===== src/rtl/bus_pkg.sv =====
`default_nettype none
// ============================================================================
//  Module      : bus_pkg
//  Description : Shared definitions for the 8-bit peripheral bus: FSM state
//                encodings, default geometry and timeout constants.
//  Revision    : 1.0 - initial release
// ============================================================================
package bus_pkg;

    // Bus initiator FSM encodings (2-bit, shared with peripheral blocks)
    localparam logic [1:0] c_st_idle   = 2'd0;
    localparam logic [1:0] c_st_strobe = 2'd1;
    localparam logic [1:0] c_st_wait   = 2'd2;
    localparam logic [1:0] c_st_resp   = 2'd3;

    // Default bus address width and WAIT-cycle timeout
    localparam int c_default_size_addr = 8;
    localparam int c_default_timeout   = 15;

    // Counter width able to hold every value 0..t
    function automatic int f_timer_width(input int t);
        return $clog2(t + 1);
    endfunction

endpackage
`default_nettype wire


===== src/rtl/bus_timer.sv =====
`default_nettype none
// ============================================================================
//  Module      : bus_timer
//  Description : WAIT-cycle counter for the bus initiator. Cleared while the
//                master is in STROBE, counts each enabled cycle, and flags
//                the TIMEOUT-th enabled cycle as expired.
//  Revision    : 1.0 - initial release
// ============================================================================
module bus_timer
    import bus_pkg::*;
#(
    parameter int TIMEOUT = c_default_timeout
) (
    input  logic clk,
    input  logic reset,
    input  logic i_clear,
    input  logic i_enable,
    output logic o_expired
);

    localparam int               c_width = f_timer_width(TIMEOUT);
    localparam logic [c_width-1:0] c_last  = c_width'(TIMEOUT - 1);

    logic [c_width-1:0] r_count;

    // The current enabled cycle is the last one allowed when the count hits TIMEOUT-1
    assign o_expired = i_enable && (r_count == c_last);

    // Count enabled cycles; stop at the limit so the value never wraps
    always_ff @(posedge clk) begin
        if (reset || i_clear) begin
            r_count <= '0;
        end else if (i_enable && !o_expired) begin
            r_count <= r_count + 1'b1;
        end
    end

endmodule
`default_nettype wire


===== src/rtl/bus_master.sv =====
`default_nettype none
// ============================================================================
//  Module      : bus_master
//  Description : Single-outstanding initiator for the 8-bit peripheral bus.
//                Accepts one core request, issues a one-cycle read/write
//                strobe, waits for the matching peripheral ready and returns
//                a one-cycle response.
//                Optional feature macro: BUS_MASTER_TIMEOUT_EN - aborts a
//                transaction with resp_err after TIMEOUT unanswered WAIT cycles.
//  Revision    : 1.0 - initial release
// ============================================================================
module bus_master
    import bus_pkg::*;
#(
    parameter int SIZE_ADDR = c_default_size_addr,
    parameter int TIMEOUT   = c_default_timeout
) (
    input  logic                 clk,
    input  logic                 reset,
    input  logic                 req_valid,
    output logic                 req_ready,
    input  logic                 req_write,
    input  logic [SIZE_ADDR-1:0] req_addr,
    input  logic [7:0]           req_wdata,
    output logic                 resp_valid,
    output logic [7:0]           resp_rdata,
    output logic                 resp_err,
    output logic                 bus_read,
    output logic                 bus_write,
    output logic [SIZE_ADDR-1:0] bus_address,
    output logic [7:0]           bus_data_out,
    input  logic [7:0]           bus_data_in,
    input  logic                 bus_ready_r,
    input  logic                 bus_ready_w
);

    // A zero timeout would make every transaction fail before it could answer
    if (TIMEOUT < 1) begin : g_timeout_check
        $error("bus_master: TIMEOUT must be >= 1");
    end

    logic [1:0] r_state;
    logic       r_write;
    logic       w_ready_match;
    logic       w_timed_out;
    logic       w_done;

    // Only the ready matching the latched direction can complete a transfer
    assign w_ready_match = r_write ? bus_ready_w : bus_ready_r;
    assign w_done        = (r_state == c_st_wait) && (w_ready_match || w_timed_out);
    assign req_ready     = (r_state == c_st_idle);

`ifdef BUS_MASTER_TIMEOUT_EN
    logic r_err;

    bus_timer #(
        .TIMEOUT (TIMEOUT)
    ) u_timer (
        .clk       (clk),
        .reset     (reset),
        .i_clear   (r_state == c_st_strobe),
        .i_enable  (r_state == c_st_wait),
        .o_expired (w_timed_out)
    );

    // Error flag: set only when the wait ends without a matching ready
    always_ff @(posedge clk) begin
        if (reset) begin
            r_err <= 1'b0;
        end else if (w_done) begin
            r_err <= !w_ready_match;
        end
    end

    assign resp_err = r_err;
`else
    assign w_timed_out = 1'b0;
    assign resp_err    = 1'b0;
`endif

    // Transaction sequencer: IDLE -> STROBE -> WAIT -> RESP -> IDLE
    always_ff @(posedge clk) begin
        if (reset) begin
            r_state      <= c_st_idle;
            r_write      <= 1'b0;
            resp_valid   <= 1'b0;
            resp_rdata   <= 8'h00;
            bus_read     <= 1'b0;
            bus_write    <= 1'b0;
            bus_address  <= '0;
            bus_data_out <= 8'h00;
        end else begin
            bus_read   <= 1'b0;
            bus_write  <= 1'b0;
            resp_valid <= 1'b0;
            case (r_state)
                c_st_idle: begin
                    if (req_valid) begin
                        r_write      <= req_write;
                        bus_address  <= req_addr;
                        bus_data_out <= req_wdata;
                        bus_read     <= !req_write;
                        bus_write    <= req_write;
                        r_state      <= c_st_strobe;
                    end
                end
                c_st_strobe: begin
                    r_state <= c_st_wait;
                end
                c_st_wait: begin
                    if (w_done) begin
                        resp_valid <= 1'b1;
                        resp_rdata <= (w_ready_match && !r_write) ? bus_data_in : 8'h00;
                        r_state    <= c_st_resp;
                    end
                end
                default: begin
                    r_state <= c_st_idle;
                end
            endcase
        end
    end

endmodule
`default_nettype wire

===== config.mk =====
export PLATFORM = sky130hd
export DESIGN_NAME = bus_master
export DESIGN_NICKNAME = d
export VERILOG_FILES = /design/src/rtl/bus_pkg.sv /design/src/rtl/bus_timer.sv /design/src/rtl/bus_master.sv
export SDC_FILE = /design/constraint.sdc
export NUM_CORES = 1
export LEC_CHECK = 0
export ABC_AREA = 1
export BUFFER_PORTS_ARGS = -buffer_cell sky130_fd_sc_hd__buf_2
export CAP_MARGIN = 10
export CELL_PAD_IN_SITES_DETAIL_PLACEMENT = 0
export CELL_PAD_IN_SITES_GLOBAL_PLACEMENT = 1
export CORE_MARGIN = 8
export CORE_UTILIZATION = 34
export DETAILED_ROUTE_END_ITERATION = 10
export PLACE_DENSITY = 0.85
export SETUP_SLACK_MARGIN = 0.5
export SLEW_MARGIN = 20
export SYNTH_ARGS = -nofsm -noshare
export SYNTH_HDL_FRONTEND = slang
export SYNTH_SLANG_ARGS = --single-unit

===== constraint.sdc =====
create_clock -name clk -period 3.5 [get_ports clk]
set_input_delay 0.525 -clock clk [delete_from_list [all_inputs] [get_ports clk]]
set_output_delay 0.525 -clock clk [all_outputs]
set_load 0.03 [all_outputs]

==> impl_metrics.yaml <==
run_status:
  run_status: "finished clean"
global_routing:
  track_usage_pct: 10.1
  grt_overflow: 0
  grt_start_max_net_pins: 21
  first_global_vias: 1078
  antenna_found_initial: 0
  grt_pass1_wl_um: 4900
drt:
  wl_um: 2950
  via_count: 1080
  drt_first_pass_iters: 4
  first_iter_violations: 75
  wl_per_cell_um: 12.1
  viasPerCell: 4.41
  antenna_left: 0
  drc: 0
clock_tree:
  htreeDepth: 2
  cts.path.max_buffers: 2
  cts_sinks: 30
  ctsResizeCount: 0
  numCtsBuffers: 5
  worstSkewPairLatency_ns: 0.32
  cts_tree: "built"
  cts_root_buffer: "clkbuf_4"
  clk_pin_slew_ns: 0.08
  cts_hold_buf: 0
  post_cts_buffers: 0
sta:
  setup_tns_ns: 0
  finalWorstPathRequiredPeriod_ns: 1.71
  setup-violations-final: 0
  slew_violations: 0
  max_freq_mhz: 584
  skew_ns: 0.00669
  finalCritPeriodShare_pct: 48.9
  hold_viol: 0
  rsz0062_at_grt: "false"
pwr:
  seq_power_share_pct: 39.3
  power.net_switching_mw: 0.519
  comb_power_share_pct: 45.1
  intPower_mw: 0.654
  irDropWorstVdd_mv: 0.285
  clkPwrFrac_pct: 15.6
  power_density_nw_per_um2: 758
  p_sw_share_pct: 44.3
  cellLeakagePower_nw: 0.727
finish:
  final_core_util_pct: 43.3
  nets: 229
  final_layout_size_suffix_gt1_share_pct: 43.1
  final_cell_mix: "buf_2, nor2_1, dfxtp_1"
  num_antenna_cells: 0
  final_common_cell: "buf_2"
  area_growth_pct: 25.8
floorplanning:
  die_w_um: 76.1
  dieArea_um2: 5800
  die-height_um: 76.1
  initial_utilization_pct: 34.4
  io_pins: 59
  core_region_area_um2: 3580
  rows: 22
logic_synthesis:
  ys_types: 22
  synth_nets: 173
  syn-cell-area_um2: 1230
  yosys_register_bits: 30
  syn_avg_cell_area_um2: 8.72
  yosysWarnings: 0
  yosys.area.top_type_share_pct: 48.8
  synth_top_area_cell: "dfxtp_1"
  netlist_instances: 141
  ys_seq_area_share_pct: 48.8
  synth_area_leaders: "dfxtp_1, nor2_1, a21oi_2"
place:
  dp_hpwl_um: 2250
  gp_congestion: 0.748
  port_buffers: 57
critical_path:
  cp_cell_sequence: "inv_1, ha_1, buf_2"
  critPathMaxFanout: 4
  crit_required_ns: 2.97
  critPathArrivalTime_ns: 1.19
  slowest_delay_ns: 0.31
  worst_setup_path_start_kind: "flop"
  cpMaxStageDelayCell: "dfxtp_1"
  critical_path_buf_inv_count: 2
  cpLargestDelayFamily: "buffers and inverters"
  crit_type: "flop to output port"
  endpoint_kind: "output port"
job:
  drv_cap: 0
worst_hold_path:
  hp-class: "input pin to flop"
[logic make-up (layout without fill, tap and decap cells)]
family | count (synthesis) | count (layout) | share of synthesized area, %
adder cells (fa/ha/maj) | 2 | 2 | 2.03
AND/OR/NAND/NOR | 64 | 64 | 26.2
buffers and inverters | 16 | 72 | 8.75
AO/OA/AOI/OAI | 28 | 28 | 13.8
other | 1 | 1 | 0.305
flip-flops | 30 | 30 | 48.8
[cell usage after synthesis]
library cell and count:
nor2_1 36, dfxtp_1 30, o21ai_0 14, a21oi_2 8, nand2_2 8, nand4_1 8
inv_1 5, nand2_1 5, o21ai_1 4, buf_4 3, nand2_4 3, nand3_1 3
a21oi_1 2, buf_6 2, ha_1 2, inv_2 2, buf_2 1, buf_8 1
clkbuf_4 1, conb_1 1, inv_6 1, nand2_8 1
[worst paths after layout]
kind	from	endpoint	depth (start not counted)	slack (ns)
worst max-delay path	r_state[0]	req_ready	3	1.79
worst min-delay path	req_write	bus_read	2	0.38
worst max register to register	r_state[0]	r_state[1]	5	2.12
worst min register to register	resp_rdata[4]	resp_rdata[4]	2	0.46
[registers in the layout, indices dropped and copies added (netlist names)]
register	flops
bus_address	8
resp_rdata	8
bus_data_out	8
r_state	2
r_write	1
bus_read	1
bus_write	1
resp_valid	1
[layout make-up]
| type | instances | area [um2] |
|---|---|---|
| inverters | 8 | 35.0 |
| multi-input cells | 95 | 522 |
| well taps | 48 | 60.1 |
| fillers | 381 | 2030 |
| repair buffers | 57 | 285 |
| flip-flops and latches | 30 | 601 |
| clock buffers | 7 | 45.0 |
[worst register-to-register path, stage by stage (launching register included)]
cell and delay [ns]:
dfxtp_1 0.31, inv_1 0.09, ha_1 0.48, nand3_1 0.20, a21oi_1 0.16, nor2_1 0.05
[metrics by stage]
step / setup WS (ns) / cells / power (mW) / area, um2 / hold slack [ns]
after global placement: 2.14 / 238 / 1.00 / 1500 / 0.453
final: 1.79 / 245 / 1.17 / 1550 / 0.376
after detailed placement: 2.11 / 238 / 1.00 / 1500 / 0.452
after CTS: 1.77 / 245 / 1.19 / 1550 / 0.359
after floorplan: 2.14 / 141 / 0.891 / 1230 / 0.464
after global routing: 1.70 / 245 / 1.26 / 1550 / 0.372
[power by group through the flow]
stage	combinational, mW	sequential [mW]	clock [mW]
2_1_floorplan	0.295	0.596	0
3_3_place_gp	0.535	0.465	0
3_5_place_dp	0.536	0.469	0
4_1_cts	0.536	0.461	0.191
5_1_grt	0.585	0.469	0.203
6_report	0.529	0.460	0.183
[routing by layer]
metal	up-vias	wire length (um)	GRT usage, %
met5	-	0	0
met4	0	51	4.04
met3	7	163	4.36
met2	31	1440	17.0
met1	476	1300	11.0
li1	566	-	-
(Power assumes the default switching activity.)
